[src/rtl/controller_packetizer.sv]
// controller_packetizer
// Frames button states from NUM_CH controller readers into UDP-payload word
// bursts for network_stack_tx. A packet goes out when any channel differs
// from the value last sent, or as a keepalive after a long idle stretch.
// Packet: one header word {seq, NUM_CH}, then one word per channel
// {ch, zero-padded buttons}. axiov stays high for the whole packet.

module controller_packetizer #(
    parameter int NUM_CH           = 2,
    parameter int BTN_W            = 8,
    parameter int WORD_W           = 16,
    parameter int KEEPALIVE_CYCLES = 5_000_000,
    parameter int GAP_CYCLES       = 64
) (
    input  logic                      clk,
    input  logic                      rst,
    input  logic [NUM_CH-1:0]         ch_valid,
    input  logic [NUM_CH*BTN_W-1:0]   ch_buttons,
    input  logic                      tx_ready,
    output logic                      axiov,
    output logic [WORD_W-1:0]         axiod,
    output logic [7:0]                seq_out
);

    localparam int TMR_W = $clog2(KEEPALIVE_CYCLES);
    localparam int GAP_W = $clog2(GAP_CYCLES) + 1;

    localparam logic [7:0]       LAST_CH  = 8'(NUM_CH - 1);
    localparam logic [7:0]       NUM_CH_B = 8'(NUM_CH);
    localparam logic [TMR_W-1:0] KA_MAX   = TMR_W'(KEEPALIVE_CYCLES - 1);
    // The cycle spent in IDLE deciding to start counts as one of the
    // low cycles, so GAP itself lasts GAP_CYCLES-1 cycles. A pending change
    // therefore starts the next header exactly GAP_CYCLES cycles after the
    // last word of the previous packet.
    localparam logic [GAP_W-1:0] GAP_LAST = GAP_W'(GAP_CYCLES - 2);

    typedef enum logic [2:0] {
        S_IDLE,
        S_WAIT,
        S_HEADER,
        S_CHAN,
        S_GAP
    } state_t;

    state_t                    state;
    logic [NUM_CH*BTN_W-1:0]   cur;
    logic [NUM_CH*BTN_W-1:0]   sent;
    logic [TMR_W-1:0]          timer;
    logic [GAP_W-1:0]          gap_cnt;
    logic [7:0]                ch;
    logic [7:0]                seq;

    logic                      dirty;
    logic                      ka;
    logic                      start;
    logic [7:0]                word_idx;
    logic [7:0]                btn_ext;
    logic [WORD_W-1:0]         header_word;
    logic [WORD_W-1:0]         chan_word;

    // Latest sample per channel; older samples are simply overwritten.
    always_ff @(posedge clk) begin
        if (!rst) begin
            cur <= '0;
        end else begin
            for (int c = 0; c < NUM_CH; c++) begin
                if (ch_valid[c]) begin
                    cur[c*BTN_W +: BTN_W] <= ch_buttons[c*BTN_W +: BTN_W];
                end
            end
        end
    end

    // Trigger decode and the next word to put on the bus.
    always_comb begin
        // NOTE: every output of this block gets a default first so that no
        // path leaves a variable unassigned, which would infer a latch.
        word_idx = 8'd0;
        btn_ext  = '0;
        dirty    = (cur != sent);
        ka       = (timer == KA_MAX);
        start    = tx_ready && ((state == S_WAIT) || (state == S_IDLE && (dirty || ka)));
        if (state == S_CHAN && ch != LAST_CH) begin
            word_idx = ch + 8'd1;
        end
        btn_ext[BTN_W-1:0] = sent[word_idx*BTN_W +: BTN_W];
        header_word = {seq, NUM_CH_B};
        chan_word   = {word_idx, btn_ext};
    end

    // Packet FSM; all bus outputs are registered on the state transitions.
    always_ff @(posedge clk) begin
        if (!rst) begin
            state   <= S_IDLE;
            axiov   <= 1'b0;
            axiod   <= '0;
            seq_out <= 8'd0;
            seq     <= 8'd0;
            sent    <= '0;
            timer   <= '0;
            gap_cnt <= '0;
            ch      <= 8'd0;
        end else begin
            case (state)
                S_IDLE, S_WAIT: begin
                    if (start) begin
                        // NOTE: non-blocking assignment makes sent take cur as
                        // it was before this edge, so a sample landing on the
                        // same edge stays dirty for the next packet.
                        sent    <= cur;
                        state   <= S_HEADER;
                        axiov   <= 1'b1;
                        axiod   <= header_word;
                        seq_out <= seq;
                        seq     <= seq + 8'd1;
                        timer   <= '0;
                    end else begin
                        if (timer != KA_MAX) begin
                            timer <= timer + 1'b1;
                        end
                        if (dirty || ka || state == S_WAIT) begin
                            state <= S_WAIT;
                        end
                    end
                end
                S_HEADER: begin
                    state <= S_CHAN;
                    ch    <= 8'd0;
                    axiod <= chan_word;
                end
                S_CHAN: begin
                    if (ch == LAST_CH) begin
                        axiov   <= 1'b0;
                        axiod   <= '0;
                        gap_cnt <= '0;
                        state   <= (GAP_CYCLES > 1) ? S_GAP : S_IDLE;
                    end else begin
                        ch    <= ch + 8'd1;
                        axiod <= chan_word;
                    end
                end
                S_GAP: begin
                    if (gap_cnt == GAP_LAST) begin
                        state <= S_IDLE;
                    end else begin
                        gap_cnt <= gap_cnt + 1'b1;
                    end
                end
                default: begin
                    state <= S_IDLE;
                    axiov <= 1'b0;
                    axiod <= '0;
                end
            endcase
        end
    end

endmodule

[config.mk]
export PLATFORM = sky130hd
export DESIGN_NAME = controller_packetizer
export DESIGN_NICKNAME = d
export VERILOG_FILES = /design/src/rtl/controller_packetizer.sv
export SDC_FILE = /design/constraint.sdc
export NUM_CORES = 1
export LEC_CHECK = 0
export BUFFER_PORTS_ARGS = -buffer_cell sky130_fd_sc_hd__buf_2
export CAP_MARGIN = 20
export CORE_ASPECT_RATIO = 0.75
export CORE_MARGIN = 2
export CORE_UTILIZATION = 45
export CTS_CLUSTER_DIAMETER = 150
export DETAILED_ROUTE_END_ITERATION = 16
export SYNTH_ARGS = -nofsm -noshare
export SYNTH_HDL_FRONTEND = slang
export SYNTH_SLANG_ARGS = --single-unit
export TNS_END_PERCENT = 10
[constraint.sdc]
create_clock -name clk -period 3.1 [get_ports clk]
set_clock_uncertainty 0.2 [all_clocks]
set_input_delay 0.155 -clock clk [delete_from_list [all_inputs] [get_ports clk]]
set_output_delay 0.155 -clock clk [all_outputs]
set_load 0.02 [all_outputs]
==> results of run 1 <==
[state kept, by name, indices dropped and copies added, names as in the netlist]
name and count:
axiod 16, gap_cnt 7, seq_out 8, state 3, sent 16, seq 8
cur 16, axiov 1, timer 23, ch 8
[layout make-up]
type,count,area [sq um],share of cell area [%]
inverter,11,41.29,0.7227
clock buffer,11,242.7,4.249
timing repair buffer,73,478.0,8.366
clock inverter,5,62.56,1.095
multi-input combinational,408,2596,45.44
sequential,106,2122,37.14
tap,136,170.2,2.979
[routing by layer]
layer	vias to the layer above	part of all wire [%]	GRT usage [%]
li1	2028	-	-
met1	1885	50	25.69
met2	48	47	32.97
met3	10	2.7	3.739
met4	0	1.1	6.180
met5	-	0	0
[critical path, cell delays in order (launching register included)]
cell	delay, ps
sky130_fd_sc_hd__dfxtp_1	340
sky130_fd_sc_hd__xor2_1	160
sky130_fd_sc_hd__nor4_1	430
sky130_fd_sc_hd__nand4_1	180
sky130_fd_sc_hd__o311a_2	430
sky130_fd_sc_hd__nand2b_1	500
sky130_fd_sc_hd__a21oi_1	260
[metrics by stage]
step                      cell area, sq um  setup WS, ps  util (%)
after floorplan                       4906         963.3         -
after global placement                5238         530.8     50.12
after detailed placement              5238         494.9     50.12
after CTS                             5713         493.6     54.67
after global routing                  5713         287.8     54.67
final                                 5713         507.0     54.67
[power by group]
part / internal [W] / switching (W) / leakage, nW
Combinational: 0.000118 / 0.000163 / 1.25
Sequential: 0.00140 / 0.0000416 / 0.860
Clock: 0.000653 / 0.000517 / 0.142
[Yosys cell counts, types with 2 or more instances]
cell type	count
sky130_fd_sc_hd__o22ai_1	17
sky130_fd_sc_hd__or3_1	6
sky130_fd_sc_hd__or3b_1	2
sky130_fd_sc_hd__dfxtp_1	106
sky130_fd_sc_hd__clkbuf_1	17
sky130_fd_sc_hd__nor4_1	7
sky130_fd_sc_hd__nand2b_1	5
sky130_fd_sc_hd__xnor2_1	22
sky130_fd_sc_hd__o32ai_1	2
sky130_fd_sc_hd__buf_2	7
sky130_fd_sc_hd__nand2_1	55
sky130_fd_sc_hd__nor4b_1	3
sky130_fd_sc_hd__or2_2	3
sky130_fd_sc_hd__a21o_1	2
sky130_fd_sc_hd__and2_1	3
sky130_fd_sc_hd__o21ai_0	6
sky130_fd_sc_hd__o31a_1	2
sky130_fd_sc_hd__nor3_1	19
sky130_fd_sc_hd__nor3b_1	4
sky130_fd_sc_hd__and4_1	4
sky130_fd_sc_hd__nand3_1	14
sky130_fd_sc_hd__buf_6	4
sky130_fd_sc_hd__and3_1	3
sky130_fd_sc_hd__nand4_1	15
sky130_fd_sc_hd__mux2i_1	55
sky130_fd_sc_hd__nand3b_1	3
sky130_fd_sc_hd__inv_1	10
sky130_fd_sc_hd__ha_1	6
sky130_fd_sc_hd__a21oi_1	20
sky130_fd_sc_hd__nor2_1	86
sky130_fd_sc_hd__o211ai_1	2
sky130_fd_sc_hd__xor2_1	24
[path summary, 6_finish.rpt]
kind | startpoint | to
worst max register to register | sent[14]$_SDFFE_PN0P_ | timer[18]$_SDFFE_PN0P_
worst min register to register | axiod[13]$_SDFFE_PN0P_ | axiod[13]$_SDFFE_PN0P_
worst min-delay path | ch_valid[1] | cur[10]$_SDFFE_PN0P_
worst max-delay path | sent[14]$_SDFFE_PN0P_ | timer[18]$_SDFFE_PN0P_
[timing repair]
action	in CTS	in global routing
buffers inserted	0	0
hold endpoints to repair	17	0
hold buffers	17	0
[cells by family (layout without fill, tap and decap cells)]
group | after synthesis | after routing
xor gates and xnor gates | 46 | 46
adders and majority gates | 6 | 6
buffers and inverters | 40 | 100
and+or+nand+nor | 241 | 241
DFF | 106 | 106
AOI/OAI and AO/OA | 60 | 60
muxes | 55 | 55
==> impl_metrics.csv, run 1 <==
group,metric,value,unit
power,p_leak,2.257,nW
clocking,post_cts_resize_count,0,
worst_setup_path,reg2reg_depth,6,
synthesis,synth.top_cells.by_area,"sky130_fd_sc_hd__dfxtp_1 43%, sky130_fd_sc_hd__mux2i_1 11%, sky130_fd_sc_hd__nor2_1 6.6%",
clocking,cts-root-to-sink-buffers,2,
cells_and_area,antenna_cells_inserted,0,
power,power.total,0.002891,W
synthesis,cell_count_after_synthesis,554,
timing,worst_slew_pin_slew,893.3,ps
detailed_routing,drt_iter0_markers,239,
global_route,maximum_number_of_pins_on_one_net_before_global_route_repair,50,
synthesis,yosys_register_bits,106,
power,power_density_over_the_cells,506.1,nW/um^2
global_route,globalRouteTotalUtil,19.57,%
floorplan,rows,32,
synthesis,post-synth-top-area-cell,"sky130_fd_sc_hd__dfxtp_1",
detailed_routing,detail_route.wl_per_cell,14.89,microns
placed_design,buffer_ports.inserted,45,
timing,setup-violations-final,0,
synthesis,mappedNetlistNets,581,
timing,grt_setup_unrepaired,"false",
placed_design,gp_congestion,0.8134,
min_path,worst_hold_path_type,"input port to flip-flop",
timing,timing.final.crit_period,2593,ps
floorplan,die_y,94.43,microns
detailed_routing,dr_pass1_iterations,4,
clocking,h_tree_lvls,3,
cells_and_area,layout.cells.most_common_list,"106 x sky130_fd_sc_hd__dfxtp_1, 86 x sky130_fd_sc_hd__nor2_1, 55 x sky130_fd_sc_hd__nand2_1, 55 x sky130_fd_sc_hd__mux2i_1, 45 x sky130_fd_sc_hd__buf_2",
synthesis,ys.warnings.count,0,
synthesis,synthArstFlopShare,0,%
floorplan,initial_utilization,46.95,%
synthesis,post_synth_fa_ha_maj_area_fraction,1.530,%
timing,post-route-period-util,83.64,%
cells_and_area,area_delta_synth_final,16.45,%
synthesis,simple_gate_area_share_of_the_yosys_netlist,24.18,%
synthesis,synth_top_flop_cell,"sky130_fd_sc_hd__dfxtp_1",
synthesis,post_synth_instance_area,4906,sq um
run,max_cap_viols,0,
detailed_routing,route.detailed.vias_per_inst,5.295,
timing,slew_violations,0,
clocking,cts-buffers-inserted,9,
synthesis,post-synth-top-area-fraction,43.25,%
worst_setup_path,worst_ep_arrival_time,2660,ps
clocking,clk_pin_slew,70,ps
floorplan,dieArea,11760,sq um
global_route,vias_in_the_first_global_route,3782,
timing,timing.setup.tns,0,ps
power,power.ir.vdd_worst,263.0,uV
synthesis,synth.avg_cell_area,8.856,sq um
timing,timing.fmax,385.7,MHz
clocking,clock_insertion_delay_worst_skew,350,ps
timing,slew-limit-headroom,40.36,%
global_route,number_of_antenna_violations_at_the_first_check_in_global_routing,0,
synthesis,synth_sequential_area_ratio,43.25,%
worst_setup_path,critPathKind,"flip-flop to flip-flop",
synthesis,synth_xor_area_share,8.212,%
global_route,first_pass_grt_wire_length,18650,microns
worst_setup_path,worst_setup_path_start_kind,"flip-flop",
placed_design,detailedPlacementHpwl,7665,microns
floorplan,design.portCount,46,
floorplan,design.core.area,10450,sq um
cells_and_area,finalNonFillerCells,750,
global_route,globalRouteOverflowTotal,0,
clocking,root_buffer,"sky130_fd_sc_hd__clkbuf_16",
synthesis,synth-compound-area-share,7.753,%
min_path,whs_path_depth,3,
worst_setup_path,maximum_fanout_count_along_the_critical_path,21,
worst_setup_path,cp.required,3170,ps
placed_design,post-place-cells,717,
timing,hold_viol,0,
floorplan,chipWidth,124.6,microns
synthesis,synth_top_family_by_area,"simple AND/OR/NAND/NOR gates",
worst_setup_path,r2r_setup_slack,510,ps
cells_and_area,fillers,967,
detailed_routing,antenna_left,0,
cells_and_area,commonest_non_fill_non_tap_cell_in_the_layout,"sky130_fd_sc_hd__dfxtp_1",
detailed_routing,routed-via-count,3971,
timing,hold-worst-slack,38.65,ps
cells_and_area,layout-drive-gt1-share,13.84,%
synthesis,synth_enable_flop_cells,0,
clocking,tritoncts_clock_tree,"done",
synthesis,synthDistinctLibCells,52,
clocking,clock_sinks,106,
cells_and_area,final_nets,636,
synthesis,muxShareOfSynthArea,11.22,%
worst_setup_path,crit_path_end_kind,"flip-flop",
detailed_routing,wl,11160,microns
outcome,run_status,"finished clean",
detailed_routing,drc,0,
No activity file was read; power rests on OpenSTA's default activity.
==> run 2, diff against run 1 <==
==> constraint.sdc (replaced) <==
create_clock -name clk -period 2.7 [get_ports clk]
set_clock_uncertainty 0.2 [all_clocks]
set_input_delay 0.135 -clock clk [delete_from_list [all_inputs] [get_ports clk]]
set_output_delay 0.135 -clock clk [all_outputs]
set_load 0.02 [all_outputs]
==> run 2 against run 1 <==
Compared with the run above: clock power up 21%; die area stayed put; sequential share of layout area is 0.76 points lower; non-clock buffer count rose by 8; sequential power increased by 15%; wire length down 1.5%; sequential cell count is the same; via count increased by 0.30%; first-iteration DRC count increased by 1.3%; combinational power increased by 17%; design area grew 2.1%; count of clock-buffer cells in the layout fell by 2; critical endpoint is now seq[4]$_SDFFE_PN0P_; largest power group unchanged.
==> impl_metrics.csv, run 2 (synthesis results as in run 1) <==
group,metric,value,unit
outcome,run_status,"finished clean",
detailed_routing,wl,11000,microns
placed_design,placement.setup.worst_slack,149.3,ps
placed_design,gp_congestion,0.8134,
worst_setup_path,cpMaxStageDelayCell,"sky130_fd_sc_hd__o311a_2",
clocking,tritoncts_clock_tree,"done",
clocking,h_tree_lvls,3,
timing,worst_slew_pin_slew,638.4,ps
timing,timing.setup.tns,0,ps
floorplan,initial_utilization,46.95,%
clocking,cts-root-to-sink-buffers,2,
clocking,clk_pin_slew,70,ps
power,power.internal,0.002567,W
cells_and_area,commonest_non_fill_non_tap_cell_in_the_layout,"sky130_fd_sc_hd__dfxtp_1",
placed_design,detailed_place.area,5323,sq um
floorplan,rows,32,
global_route,globalRouteOverflowTotal,0,
worst_setup_path,worstPathCellList,"xor2_1, nor4_1, nand4_1, o311a_2, buf_12, nand4_1, mux2i_1",
power,power.ir.vdd_worst,315.5,uV
cells_and_area,final_nets,644,
timing,grt_setup_unrepaired,"false",
cells_and_area,layout.cells.most_common_list,"106 x sky130_fd_sc_hd__dfxtp_1, 86 x sky130_fd_sc_hd__nor2_1, 55 x sky130_fd_sc_hd__nand2_1, 55 x sky130_fd_sc_hd__mux2i_1, 45 x sky130_fd_sc_hd__buf_2",
worst_setup_path,reg2reg_depth,7,
cells_and_area,fillers,925,
worst_setup_path,maximum_fanout_count_along_the_critical_path,29,
worst_setup_path,slowest_delay,560,ps
clocking,cts-buffers-inserted,9,
floorplan,dieArea,11760,sq um
cells_and_area,area.sequential,2122,sq um
worst_setup_path,rr_endpoint,"seq[4]$_SDFFE_PN0P_",
power,netSwitchingPower,0.0008318,W
global_route,vias_in_the_first_global_route,3792,
timing,postLayoutSetupSlackWorst,135.2,ps
floorplan,die_y,94.43,microns
global_route,first_pass_grt_wire_length,18420,microns
timing,slew_violations,0,
timing,setup-violations-final,0,
clocking,clock_sinks,106,
detailed_routing,routed-via-count,3983,
floorplan,design.core.area,10450,sq um
power,power.switching_fraction,24.48,%
timing,timing.fmax,389.9,MHz
global_route,globalRouteTotalUtil,19.30,%
cells_and_area,area_delta_synth_final,18.87,%
timing,slew-limit-headroom,57.25,%
power,p_leak,2.316,nW
detailed_routing,dr_pass1_iterations,5,
timing,hold_viol,0,
worst_setup_path,crit_path_end_kind,"flip-flop",
min_path,min-delay-start,"ch_valid[1]",
worst_setup_path,regToRegStartpoint,"sent[3]$_SDFFE_PN0P_",
power,power_density_over_the_cells,582.7,nW/um^2
placed_design,buffer_ports.inserted,45,
cells_and_area,largest_register_ffs,23,
detailed_routing,drt_iter0_markers,242,
power,combinational_fraction_of_design_power,9.7,%
worst_setup_path,critPathMostFrequentCell,"sky130_fd_sc_hd__nand4_1",
cells_and_area,multiInputGateArea,2610,sq um
clocking,root_buffer,"sky130_fd_sc_hd__clkbuf_16",
worst_setup_path,worst_ep_arrival_time,2640,ps
detailed_routing,drc,0,
worst_setup_path,critPathKind,"flip-flop to flip-flop",
detailed_routing,detail_route.wl_per_cell,14.51,microns
timing,post-route-period-util,94.99,%
cells_and_area,layout-drive-gt1-share,15.27,%
run,max_cap_viols,0,
global_route,number_of_antenna_violations_at_the_first_check_in_global_routing,0,
clocking,clock_insertion_delay_worst_skew,350,ps
worst_setup_path,r2r_setup_slack,140,ps
worst_setup_path,cp.required,2780,ps
global_route,maximum_number_of_pins_on_one_net_before_global_route_repair,37,
power,power_frac_clock,41.7,%
min_path,holdPathEnd,"cur[13]$_SDFFE_PN0P_",
floorplan,chipWidth,124.6,microns
floorplan,design.portCount,46,
detailed_routing,route.detailed.vias_per_inst,5.255,
detailed_routing,antenna_left,0,
placed_design,detailedPlacementHpwl,7579,microns
cells_and_area,top_register,"timer",
cells_and_area,antenna_cells_inserted,0,
min_path,worst_hold_path_type,"input port to flip-flop",
cells_and_area,layout.cell_area.non_filler,5832,sq um
worst_setup_path,worst_setup_path_start_kind,"flip-flop",
clocking,postCtsSetupRepairBufs,0,
min_path,whs_path_depth,3,
cells_and_area,utilization,55.81,%
power,share_seq_of_total_power,48.6,%
timing,timing.final.crit_period,2565,ps
run 2: worst max-delay path, delay by kind of cell (launching register included):
| family | cells | cell delay (ps) |
|---|---|---|
| multiplexers | 1 | 180 |
| buffers and inverters | 1 | 230 |
| AND/OR/NAND/NOR | 3 | 810 |
| XOR/XNOR | 1 | 170 |
| AO/OA/AOI/OAI | 1 | 560 |
| flip-flops | 1 | 340 |
run 2: worst max path at each step:
stage / startpoint / endpoint / depth (start not counted)
finish: sent[3]$_SDFFE_PN0P_ / seq[4]$_SDFFE_PN0P_ / 7
global route: sent[3]$_SDFFE_PN0P_ / seq[5]$_SDFFE_PN0P_ / 7
CTS: timer[8]$_SDFFE_PN0P_ / axiod[1]$_SDFFE_PN0P_ / 7
detailed placement: timer[8]$_SDFFE_PN0P_ / axiod[6]$_SDFFE_PN0P_ / 7
global placement: sent[5]$_SDFFE_PN0P_ / seq[4]$_SDFFE_PN0P_ / 7
floorplan: timer[8]$_SDFFE_PN0P_ / sent[10]$_SDFFE_PN0P_ / 8
run 2: layout make-up:
class	instances	share of cell area, %
Timing Repair Buffer	81	9.655
Sequential cell	106	36.39
Multi-Input combinational cell	408	44.75
Clock buffer	9	3.862
Inverter	11	0.7080
Clock inverter	7	1.716
Tap cell	136	2.918
run 2: metal layers:
layer	share of wire, %	track usage, %
met4	1.2	5.899
met3	3.6	4.079
met2	47	32.01
met1	49	25.50
met5	0	0
run 2: timing repair:
action	in CTS	in global routing
hold buffers	17	0
hold endpoints to repair	17	0
gates resized for setup	0	2
setup endpoints to repair	0	4
run 2: through the flow:
| stage | hold slack (ps) | std cells | total power [W] |
|---|---|---|---|
| global route | 44.77 | 758 | 0.003532 |
| global placement | 167.1 | 725 | 0.001988 |
| floorplan | 82.53 | 554 | 0.001904 |
| detailed placement | 179.3 | 725 | 0.001994 |
| CTS | 12.42 | 758 | 0.003433 |
| finish | 20.33 | 758 | 0.003398 |
run 2: power groups by stage:
stage | logic (W) | registers (W) | clock network (W)
CTS | 0.000327 | 0.00165 | 0.00145
detailed placement | 0.000306 | 0.00169 | 0
finish | 0.000329 | 0.00165 | 0.00142
global route | 0.000362 | 0.00166 | 0.00151
floorplan | 0.000224 | 0.00168 | 0
global placement | 0.000301 | 0.00169 | 0
